`config.mk`:
```
export PLATFORM = sky130hd
export DESIGN_NAME = multicycle_ctrl
export DESIGN_NICKNAME = d
export VERILOG_FILES = /design/src/rtl/multicycle_ctrl.sv
export SDC_FILE = /design/constraint.sdc
export NUM_CORES = 1
export LEC_CHECK = 0
export BUFFER_PORTS_ARGS = -buffer_cell sky130_fd_sc_hd__buf_2
export CAP_MARGIN = 20
export CORE_ASPECT_RATIO = 0.6
export CORE_UTILIZATION = 42
export CTS_CLUSTER_DIAMETER = 200
export DETAILED_ROUTE_END_ITERATION = 7
export GPL_ROUTABILITY_DRIVEN = 0
export MAX_ROUTING_LAYER = met4
export PLACE_DENSITY = 0.7
export SYNTH_ARGS = -nofsm -noshare
export SYNTH_HDL_FRONTEND = slang
export SYNTH_SLANG_ARGS = --single-unit
```
`constraint.sdc`:
```
create_clock -name clk -period 4.31 [get_ports clk]
set_clock_uncertainty 0.05 [all_clocks]
set_input_delay 0.2155 -clock clk [delete_from_list [all_inputs] [get_ports clk]]
set_output_delay 0.2155 -clock clk [all_outputs]
set_load 0.05 [all_outputs]
```
`src/rtl/multicycle_ctrl.sv`:
```
// Control FSM for a multicycle RV32-style datapath: fetch, decode, execute,
// memory and write-back sequencing, with a sticky illegal-opcode trap and a retire counter.
module multicycle_ctrl (
    input  logic        clk,
    input  logic        rst_n,
    input  logic [6:0]  opcode,
    input  logic        imem_ack,
    input  logic        dmem_ack,
    output logic        imem_req,
    output logic        dmem_req,
    output logic        dmem_we,
    output logic [1:0]  alu_op,
    output logic        alu_src_a,
    output logic [1:0]  alu_src_b,
    output logic        ir_we,
    output logic        pc_we,
    output logic        branch,
    output logic        reg_we,
    output logic        mem_to_reg,
    output logic        illegal,
    output logic        retire,
    output logic [31:0] instret,
    output logic [2:0]  state
);

    typedef enum logic [2:0] {
        S_FETCH  = 3'd0,
        S_DECODE = 3'd1,
        S_EXEC   = 3'd2,
        S_MEM    = 3'd3,
        S_WB     = 3'd4,
        S_TRAP   = 3'd5
    } state_t;

    typedef enum logic [2:0] {
        C_NONE   = 3'd0,
        C_R      = 3'd1,
        C_I      = 3'd2,
        C_LOAD   = 3'd3,
        C_STORE  = 3'd4,
        C_BRANCH = 3'd5
    } class_t;

    state_t state_q, state_d;
    class_t class_q, dec_class;
    logic   illegal_q;

    assign state   = state_q;
    assign illegal = illegal_q;

    always_comb begin
        case (opcode)
            7'b0110011: dec_class = C_R;
            7'b0010011: dec_class = C_I;
            7'b0000011: dec_class = C_LOAD;
            7'b0100011: dec_class = C_STORE;
            7'b1100011: dec_class = C_BRANCH;
            default:    dec_class = C_NONE;
        endcase
    end

    always_ff @(posedge clk or negedge rst_n) begin
        if (!rst_n) begin
            state_q   <= S_FETCH;
            class_q   <= C_NONE;
            illegal_q <= 1'b0;
            instret   <= 32'd0;
        end else begin
            state_q <= state_d;
            if (state_q == S_DECODE) begin
                class_q <= dec_class;
                if (dec_class == C_NONE) illegal_q <= 1'b1;
            end
            if (retire) instret <= instret + 32'd1;
        end
    end

    always_comb begin
        state_d    = state_q;
        imem_req   = 1'b0;
        dmem_req   = 1'b0;
        dmem_we    = 1'b0;
        alu_op     = 2'b00;
        alu_src_a  = 1'b0;
        alu_src_b  = 2'b00;
        ir_we      = 1'b0;
        pc_we      = 1'b0;
        branch     = 1'b0;
        reg_we     = 1'b0;
        mem_to_reg = 1'b0;
        retire     = 1'b0;
        case (state_q)
            S_FETCH: begin
                imem_req  = 1'b1;
                alu_src_b = 2'b01;
                if (imem_ack) begin
                    ir_we   = 1'b1;
                    pc_we   = 1'b1;
                    state_d = S_DECODE;
                end
            end
            S_DECODE: begin
                alu_src_b = 2'b10;
                state_d   = (dec_class == C_NONE) ? S_TRAP : S_EXEC;
            end
            S_EXEC: begin
                alu_src_a = 1'b1;
                case (class_q)
                    C_R:      begin alu_op = 2'b10;                      state_d = S_WB;  end
                    C_I:      begin alu_op = 2'b10; alu_src_b = 2'b10;   state_d = S_WB;  end
                    C_LOAD,
                    C_STORE:  begin alu_src_b = 2'b10;                   state_d = S_MEM; end
                    C_BRANCH: begin
                        alu_op  = 2'b01;
                        branch  = 1'b1;
                        retire  = 1'b1;
                        state_d = S_FETCH;
                    end
                    default:  state_d = S_TRAP;
                endcase
            end
            S_MEM: begin
                dmem_req = 1'b1;
                dmem_we  = (class_q == C_STORE);
                if (dmem_ack) begin
                    if (class_q == C_STORE) begin
                        retire  = 1'b1;
                        state_d = S_FETCH;
                    end else begin
                        state_d = S_WB;
                    end
                end
            end
            S_WB: begin
                reg_we     = 1'b1;
                mem_to_reg = (class_q == C_LOAD);
                retire     = 1'b1;
                state_d    = S_FETCH;
            end
            S_TRAP:  state_d = S_TRAP;
            default: state_d = S_FETCH;
        endcase
        // Reset must silence every output combinationally, not just after the next edge.
        if (!rst_n) begin
            imem_req   = 1'b0;
            dmem_req   = 1'b0;
            dmem_we    = 1'b0;
            alu_op     = 2'b00;
            alu_src_a  = 1'b0;
            alu_src_b  = 2'b00;
            ir_we      = 1'b0;
            pc_we      = 1'b0;
            branch     = 1'b0;
            reg_we     = 1'b0;
            mem_to_reg = 1'b0;
            retire     = 1'b0;
        end
    end

endmodule

```
==> metrics, run 1 <==
Max Cap Viol 0; die area 5240 sq um; placed inst area 2420 sq um; Final Cycle Share 59.4%; Mapped Nets 221; Setup CP Type input pin to output pin; clock tree buffer depth 2; Final Hold Fails 0; Pleak 1.30 nW; Yosys warnings 0; Avg Cell Area, Syn 9.94 sq um; most frequent cell after synthesis dfrtp_1; fin util 55.0%; Core Region 4660 sq um; RSZ-0062 raised after global routing no; Most common cell on crit path buf_2; clock sinks 39; startpoint types input pin; worst path bufs/invs 4; antenna violations before repair 0; CTS Root Cell clkbuf_8; top-level I/O count 61; Slowest-stage cell, CP dlygate4sd3_1; placed cell count 324; Die H 56.5 microns; top cell type by total area after synthesis dfrtp_1; Final setup violation count 0; Avg Vias per Cell 5.16; peak supply drop 0.409 mV; final instance area 2560 sq um; commonest cells in the netlist 39 x dfrtp_1, 21 x xnor2_1, 16 x nand2_1, 16 x nor2_1, 11 x nand4_1; Final TNS setup 0 ns; number of synthesized flops with an enable pin 0; Hold Path Class input pin to register; initial core utilization 44.6%; vias in the first global route 1,547; CTS clk-pin slew, worst paths 0.07 ns; Post-route DRC 0; WL per Instance 13.8 microns; final wirelength 4590 microns; total track usage 19.9%; hpwl dp 3450 microns; Worst Setup End Kind output pin; CTS H-tree depth 2; Synth Cell Area 2080 sq um; Area Overhead vs Synth 23.4%; 1st-pass router iterations 5; CP peak stage delay 0.53 ns; Main synth FF type dfrtp_1; Gates resized, CTS repair 0; critical path required time 4.04 ns; row cnt 19; Final Max Slew Viols 0; CP cell instances dlygate4sd3_1 > buf_2 > buf_4 > nand2_1 > nor3_1 > and2_1 > buf_2; global route overflow 0; ANT cells 0; worst-path maximum fanout 33; IO Port Bufs 60; post-layout min period 2.56 ns; Die Width 92.8 microns; Worst-Margin Slew 0.547 ns; number of distinct library cells after synthesis 45; non-filler instance count after layout 333; DRT iter0 DRCs 90; async set-or-reset flop fraction in the synthesized netlist 100%; nets@finish 281; status finished clean; Synth top area share 47.0%; slew margin rel. 63.5%; sequential share of the synthesized area 47.0%; CP arrival 2.29 ns; largest net degree at the start of global routing 34; CTS tree built; Power Dens Cells 458 nW/um^2; Synth Instances 209; top cells by area, synth dfrtp_1 47%, xnor2_1 8.9%, xor2_1 4.2%; Setup Fix Bufs, Post-CTS 0; DRT antenna net count 0; via count 1,718; CP top delay family buffers and inverters; Seq cells post-synth 39; CTS buffer count 5; achievable frequency 391 MHz; worst skew pair latency 0.29 ns; share of layout cells above drive strength 1 29.6%; wire length of the first global-routing pass 7800 microns
area by class of cell:
class                      instances  area (sq um)
fill                             449          2100
multi-input combinational        156          1040
sequential                        39           976
timing repair buffer              62           318
tap                               63          78.8
clock buffer                       5          68.8
clock inverter                     3          67.6
inverter                           5          18.8
metrics by stage:
stage | setup WS [ns] | hold slack, ns | power (mW)
after floorplan | 1.03 | -0.130 | 0.734
after global placement | 2.27 | 0.0451 | 0.815
after detailed placement | 2.21 | 0.0462 | 0.816
after CTS | 1.73 | 0.0903 | 1.18
after global routing | 1.53 | 0.102 | 1.23
final | 1.75 | 0.0929 | 1.17
metal layers:
metal  up-vias  track usage [%]  wire length [microns]
li1        846                -                      -
met1       812             31.6                   2480
met2        58             24.3                   1800
met3         2             4.88                    285
met4         0             5.49                     18
met5         -                -                      0
logic make-up after synthesis:
| family | Yosys count | share of synthesized area [%] |
|---|---|---|
| buf+inv | 14 | 3.19 |
| simple gates | 96 | 25.4 |
| xor+xnor | 32 | 13.8 |
| fa+ha+maj | 1 | 0.602 |
| flops | 39 | 47.0 |
| mux | 1 | 0.542 |
| compound gates | 26 | 9.45 |
path summary, 6_finish.rpt:
kind,end,startpoint,slack (ns),cells after the start
setup / recovery,pc_we,rst_n,1.75,7
hold reg to reg,illegal$_DFFE_PN0P_,illegal$_DFFE_PN0P_,0.43,1
hold / removal,class_q[1]$_DFFE_PN0N_,opcode[6],0.09,2
setup reg to reg,instret[31]$_DFFE_PN0P_,state[0]$_DFFE_PN0P_,2.19,5
max in group asynchronous,instret[1]$_DFFE_PN0P_,rst_n,3.24,3
min in group asynchronous,illegal$_DFFE_PN0P_,rst_n,0.29,2
power breakdown:
group	total (mW)	switching [mW]	internal, mW
clock network	0.360	0.129	0.231
logic	0.349	0.256	0.0931
registers	0.464	0.0692	0.395
total	1.17	0.454	0.719
layout by cell type (no fill, tap or decap), drive strengths merged:
cell type	count
a21boi	4
a21o	1
nor2b	4
nand3b	2
xnor2	22
clkinvlp	1
xor2	10
o31ai	1
a311oi	1
nand3	10
dfrtp	39
nor4	5
bufinv	2
dlygate4sd3	1
mux2	1
or4b	1
and2	4
and4	2
nand2b	7
clkbuf	5
o2111ai	1
or4	1
a21oi	6
o2bb2ai	1
nand2	17
ha	1
nand4	11
buf	61
o32ai	1
o211ai	1
o21ai	6
nor4bb	1
a211o	1
o21bai	1
nor3	7
nor2	16
inv	5
a211oi	1
and3	8
state kept, by name (all words and copies together) (netlist names):
register,count
class_q,3
illegal,1
instret,32
state,3
timing repair:
item	4_1_cts	5_1_grt
hold buffers	1	0
hold endpoints to repair	7	0
endpoints found under the setup margin	0	0
Note: power is estimated with default switching activity, not from simulation.
==> inputs of run 2 (changes only) <==
- PLACE_DENSITY: 0.7 -> 0.73
- clock period: 4.31 -> 2.09 ns (I/O delays scaled with it)
==> run 2 against run 1 <==
Compared with the run above: design area grew 8.2%; final cell count grew 4.5%; clock-buffer cell count grew 1; hold slack lost 0.046 ns; first-iteration DRC count shrank 3.3%; flip-flop and latch count is the same; sequential share of layout area shrank 2.5 points; utilization grew 4.5 points; register-to-register slack lost 2.1 ns; critical path depth shrank 1; highest routed layer unchanged.
==> metrics, run 2 (synthesized netlist as in run 1, its figures left out) <==
status finished clean; CP arrival 2.18 ns (-0.11 ns); die area 5240 sq um (unchanged); slew margin rel. 52.6% (-11 points); Gates resized, CTS repair 0 (unchanged); CTS buffer count 5 (unchanged); Hold Path Class input pin to register; global route overflow 0 (unchanged); Final setup violation count 0 (unchanged); vias in the first global route 1,570 (+1.5%); Power Dens Cells 880 nW/um^2 (+92%); final wirelength 4990 microns (+8.7%); Die Width 92.8 microns (unchanged); post-layout min period 2.00 ns; CP cell instances buf_4 > nand2b_1 > nor2_1 > nand2_1 > o31ai_1 > dlygate4sd3_1; RSZ-0062 raised after global routing no; Avg Vias per Cell 5.21 (+1.0%); DRT antenna net count 0 (unchanged); via count 1,814 (+5.6%); GR met2 Demand/Resource 25.9% (+1.7 points); DRT iter0 DRCs 87 (-3.3%); placed inst area 2590 sq um (+7.1%); top-level I/O count 61 (unchanged); Core Region 4660 sq um (unchanged); wire length of the first global-routing pass 8030 microns (+2.9%); achievable frequency 500 MHz; Area Overhead vs Synth 33.5%; antenna violations before repair 0 (unchanged); commonest cells after routing, fill and taps aside 60 x buf_2, 31 x dfrtp_1, 21 x xnor2_1; CTS tree built; Final Cycle Share 95.7%; most common cell after layout, fill and taps aside buf_2; Post-route DRC 0 (unchanged); share of layout cells above drive strength 1 38.2% (+8.6 points); IO Port Bufs 60 (unchanged); WL per Instance 14.3 microns (+4.0%); row cnt 19 (unchanged); Setup Fix Bufs, Post-CTS 0 (unchanged); Setup CP Type register to register; worst skew pair latency 0.29 ns (about the same); clock tree buffer depth 2 (unchanged); max reg flops 32 (unchanged); peak supply drop 0.843 mV (+110%); Die H 56.5 microns (unchanged); met1 usage 32.3% (+0.64 points); largest net degree at the start of global routing 25 (-26%); total track usage 20.7% (+0.86 points); hpwl dp 3710 microns (+7.6%); clock sinks 39 (unchanged); Top reg by flops instret; critical path required time 2.27 ns (-1.77 ns); Worst Slack Setup Final 0.0907 ns (-1.66 ns); Final Hold Fails 0 (unchanged); busiest grt layer met1; CTS H-tree depth 2 (unchanged); nets@finish 296 (+5.3%); CP peak stage delay 0.57 ns (+0.04 ns); initial core utilization 44.6% (unchanged); CTS Root Cell clkbuf_8; Final TNS setup 0 ns (unchanged); ANT cells 0 (unchanged); GR Util met3 5.28% (+0.41 points); 1st-pass router iterations 4 (-1); Worst Setup End Kind register; Max Cap Viol 0 (unchanged); Final Max Slew Viols 0 (unchanged); dpl ws 0.205 ns (-2.01 ns); Worst-Margin Slew 0.709 ns (+0.162 ns); Pleak 1.38 nW (+6.1%); Slowest-stage cell, CP dlygate4sd3_1; CTS clk-pin slew, worst paths 0.07 ns (about the same); final instance area 2780 sq um (+8.2%); hold buffers post-CTS 4 (+3); startpoint types register; Filler Cells Inserted 410 (-8.7%); worst-path maximum fanout 8 (-76%)
[run 2: cell count changes in the layout (fill, tap and decap cells not counted), moves of 2 or more]
cell and change:
nor4_1 -4, buf_4 +11, dfrtp_2 +8, dlygate4sd3_1 +3, nor4_4 +2, dfrtp_1 -8, nor4_2 +2
[run 2: metal layers]
metal / routed length (microns) / up-vias / part of all wire, %
met4: 46 / 0 / 0.92
li1: - / 886 / -
met2: 1970 / 56 / 40
met1: 2660 / 866 / 53
met5: 0 / - / 0
met3: 306 / 6 / 6.1
[run 2: critical path, delay by kind of cell, from the launching register on]
family | cells | cell delay, ns
buffers and inverters | 2 | 0.77
DFF | 1 | 0.46
and+or+nand+nor | 3 | 0.45
AOI/OAI and AO/OA | 1 | 0.21
[run 2: final cells by class]
type                            count  area [sq um]  area share (%)
Tap cell                           63          78.8            2.84
Sequential cell                    39           986            35.5
Inverter                            5          21.3           0.766
Clock buffer                        6          82.6            2.98
Timing Repair Buffer               77           458            16.5
Multi-Input combinational cell    156          1110            40.1
Clock inverter                      2          35.0            1.26
[run 2: worst paths after layout]
| path | from | end | slack (ns) | cells past startpoint |
|---|---|---|---|---|
| min | dmem_ack | state[0]$_DFFE_PN0P_ | 0.05 | 2 |
| min in group asynchronous | rst_n | instret[24]$_DFFE_PN0P_ | 0.31 | 3 |
| max in group asynchronous | rst_n | state[0]$_DFFE_PN0P_ | 0.99 | 3 |
| max | state[1]$_DFFE_PN0P_ | class_q[1]$_DFFE_PN0N_ | 0.09 | 6 |
| min reg2reg | instret[13]$_DFFE_PN0P_ | instret[13]$_DFFE_PN0P_ | 0.43 | 1 |
| max reg2reg | state[1]$_DFFE_PN0P_ | class_q[1]$_DFFE_PN0N_ | 0.09 | 6 |
[run 2: per-stage QoR]
stage               hold WS [ns]  instances  utilization (%)  total power, mW
global placement          0.0650        335             55.6             1.78
floorplan                 -0.241        209                -             1.57
finish                    0.0468        348             59.6             2.44
global route              0.0338        348             59.6             2.55
detailed placement        0.0592        335             55.6             1.79
CTS                       0.0382        347             59.0             2.44
[run 2: power breakdown]
part | internal [mW] | total, mW | switching (mW)
clock network | 0.386 | 0.645 | 0.258
logic | 0.251 | 0.905 | 0.654
registers | 0.818 | 0.893 | 0.0745
total | 1.46 | 2.44 | 0.987
==> inputs of run 3 (changes only) <==
- CORE_UTILIZATION: 42 -> 46
- PLACE_DENSITY: 0.73 -> 0.78
- clock period: 2.09 -> 1.7 ns (I/O delays scaled with it)
==> run 3 against run 2 <==
Compared with the run above: the flow now finishes with violations (setup timing); maximum frequency rose by 5.1%; hold slack improved by 0.024 ns; total power rose by 44%; flip-flop and latch count did not move; sequential power rose by 25%; design area rose by 28%; critical endpoint is now instret[12]$_DFFE_PN0P_; largest power group unchanged.
==> metrics, run 3 (synthesized netlist as in run 1, its figures left out) <==
status complete, but fails checks; failing checks setup timing; Worst Setup End Kind register; Area Overhead vs Synth 70.3%; total track usage 27.6% (+6.9 points); Die Width 88.8 microns (-4.3%); Clock power frac 26.3% (about the same); Setup CP Type register to register; DRT antenna net count 0 (unchanged); CTS clk-pin slew, worst paths 0.08 ns (about the same); ANT cells 0 (unchanged); Switching Share 40.8% (+0.37 points); worst skew pair latency 0.30 ns (about the same); global route overflow 0 (unchanged); achievable frequency 526 MHz (+5.1%); peak supply drop 1.26 mV (+50%); R2R depth 6 (unchanged); Final setup violation count 31 (+31); antenna violations before repair 0 (unchanged); RSZ-0062 raised after global routing yes; hold_sp opcode[3]; hpwl dp 4370 microns (+18%); FF-to-FF End instret[12]$_DFFE_PN0P_; hold endpoint class_q[1]$_DFFE_PN0N_; slew margin rel. 45.4% (-7.1 points); share of layout cells above drive strength 1 59.1% (+21 points); dpl ws -0.0967 ns (-0.302 ns); Max Cap Viol 0 (unchanged); placed inst area 2950 sq um (+14%); max reg flops 32 (unchanged); clock tree buffer depth 2 (unchanged); vias in the first global route 1,845 (+18%); Final Max Slew Viols 0 (unchanged); post-layout min period 1.90 ns (-0.0978 ns); top-level I/O count 61 (unchanged); combinational share of power 41.9% (+4.8 points); final instance area 3540 sq um (+28%); via count 2,173 (+20%); reg2reg setup slack -0.20 ns (-0.29 ns); DRT iter0 DRCs 219 (+150%); NetSw 1.43 mW (+45%); critical path required time 1.84 ns (-0.43 ns); row cnt 18 (-1); Core Region 4210 sq um (-9.6%); final wirelength 7490 microns (+50%); Filler Cells Inserted 204 (-50%); Hold Path Cell Cnt 4 (+2); IO Port Bufs 60 (unchanged); CTS H-tree depth 2 (unchanged); CTS tree built; Cell Int Power 2.08 mW (+43%); wire length of the first global-routing pass 9190 microns (+14%); die area 4800 sq um (-8.4%); Slowest-stage cell, CP a211o_4; worst-path maximum fanout 6 (-2); CP arrival 2.04 ns (-0.14 ns); Avg Vias per Cell 5.60 (+7.4%); Top reg by flops instret; Post-route DRC 0 (unchanged); startpoint types register; Hold Slack 0.0710 ns (+0.0242 ns); Critical R2R Launch class_q[0]$_DFFE_PN0N_; CP peak stage delay 0.42 ns (-0.15 ns); largest net degree at the start of global routing 23 (-8.0%); Hold Path Class input pin to register; 1st-pass router iterations 4 (unchanged); CTS buffer count 5 (unchanged); CP cell instances nand3b_1 > a211o_4 > a21boi_4 > buf_12 > nand4_1 > xnor2_1; Pleak 1.73 nW (+26%); clock sinks 39 (unchanged); nets@finish 339 (+15%); Worst Slack Setup Final -0.202 ns (-0.292 ns); sequential power share 31.8% (-4.7 points); WL per Instance 19.3 microns (+35%); Worst-Margin Slew 0.816 ns (+0.107 ns); Die H 54.1 microns (-4.3%); Final Cycle Share 112% (+16 points); initial core utilization 49.3% (+4.7 points); commonest cells after routing, fill and taps aside 52 x buf_2, 46 x buf_4, 27 x dfrtp_1; Final Hold Fails 0 (unchanged); Power Dens Cells 992 nW/um^2 (+13%); CTS Root Cell clkbuf_8; most common cell after layout, fill and taps aside buf_2
[run 3: cell types whose count changed in the layout (fill, tap and decap cells not counted), moves of 5 or more]
cell	previous run	this run
nand2_1	15	9
buf_8	0	5
nor2_1	16	10
buf_2	60	52
nand3_1	9	4
nor2_2	0	5
nor3_1	6	1
buf_6	0	9
buf_4	12	46
[run 3: routing by layer]
metal / wire length, microns / vias up / track usage [%]
met5: 0 / - / -
met3: 514 / 22 / 6.13
met2: 3520 / 107 / 40.1
met4: 210 / 0 / 7.26
met1: 3250 / 1072 / 39.1
li1: - / 972 / -
[run 3: how the worst max path moves through the flow]
| stage | start | end | cells past startpoint |
|---|---|---|---|
| 2_1_floorplan | instret[7]$_DFFE_PN0P_ | instret[31]$_DFFE_PN0P_ | 7 |
| 3_3_place_gp | instret[13]$_DFFE_PN0P_ | instret[31]$_DFFE_PN0P_ | 5 |
| 3_5_place_dp | class_q[0]$_DFFE_PN0N_ | instret[20]$_DFFE_PN0P_ | 5 |
| 4_1_cts | class_q[0]$_DFFE_PN0N_ | instret[24]$_DFFE_PN0P_ | 6 |
| 5_1_grt | class_q[0]$_DFFE_PN0N_ | instret[12]$_DFFE_PN0P_ | 6 |
| 6_report | class_q[0]$_DFFE_PN0N_ | instret[12]$_DFFE_PN0P_ | 6 |
[run 3: repair_timing]
item                                    4_1_cts  5_1_grt
buffers inserted                              2        8
resized for setup                            17       51
pin swaps                                     7       25
hold endpoints to repair                     41        0
endpoints found under the setup margin       28       40
hold buffers                                  5        0
cloned                                        0        0
[run 3: critical path, delay by kind of cell (launching register included)]
kind | cells | cell delay [ns]
simple gates | 2 | 0.40
compound gates | 2 | 0.64
flops | 1 | 0.40
xor+xnor | 1 | 0.16
buf+inv | 1 | 0.16
[run 3: cell type report]
class / count / area (sq um) / area share [%]
flip-flops and latches: 39 / 991 / 28.0
multi-input cells: 156 / 1430 / 40.4
clock buffers: 6 / 72.6 / 2.05
inverters: 5 / 31.3 / 0.884
well taps: 60 / 75.1 / 2.12
clock inverters: 2 / 60.1 / 1.70
repair buffers: 120 / 880 / 24.8
[run 3: power groups by stage]
| stage | Clock (mW) | Sequential [mW] | Combinational, mW |
|---|---|---|---|
| CTS | 0.927 | 1.10 | 1.34 |
| floorplan | 0 | 1.34 | 0.834 |
| detailed placement | 0 | 1.11 | 1.29 |
| finish | 0.925 | 1.12 | 1.47 |
| global placement | 0 | 1.11 | 1.27 |
| global route | 0.970 | 1.12 | 1.55 |
[run 3: stage by stage]
step,util (%),setup TNS [ns],std cells,power (mW)
floorplan,-,-5.63,209,2.18
global route,84.0,-5.32,388,3.64
finish,84.0,-3.19,388,3.51
detailed placement,70.1,-0.914,364,2.40
CTS,76.4,-0.708,379,3.36
global placement,70.1,-0.163,364,2.37
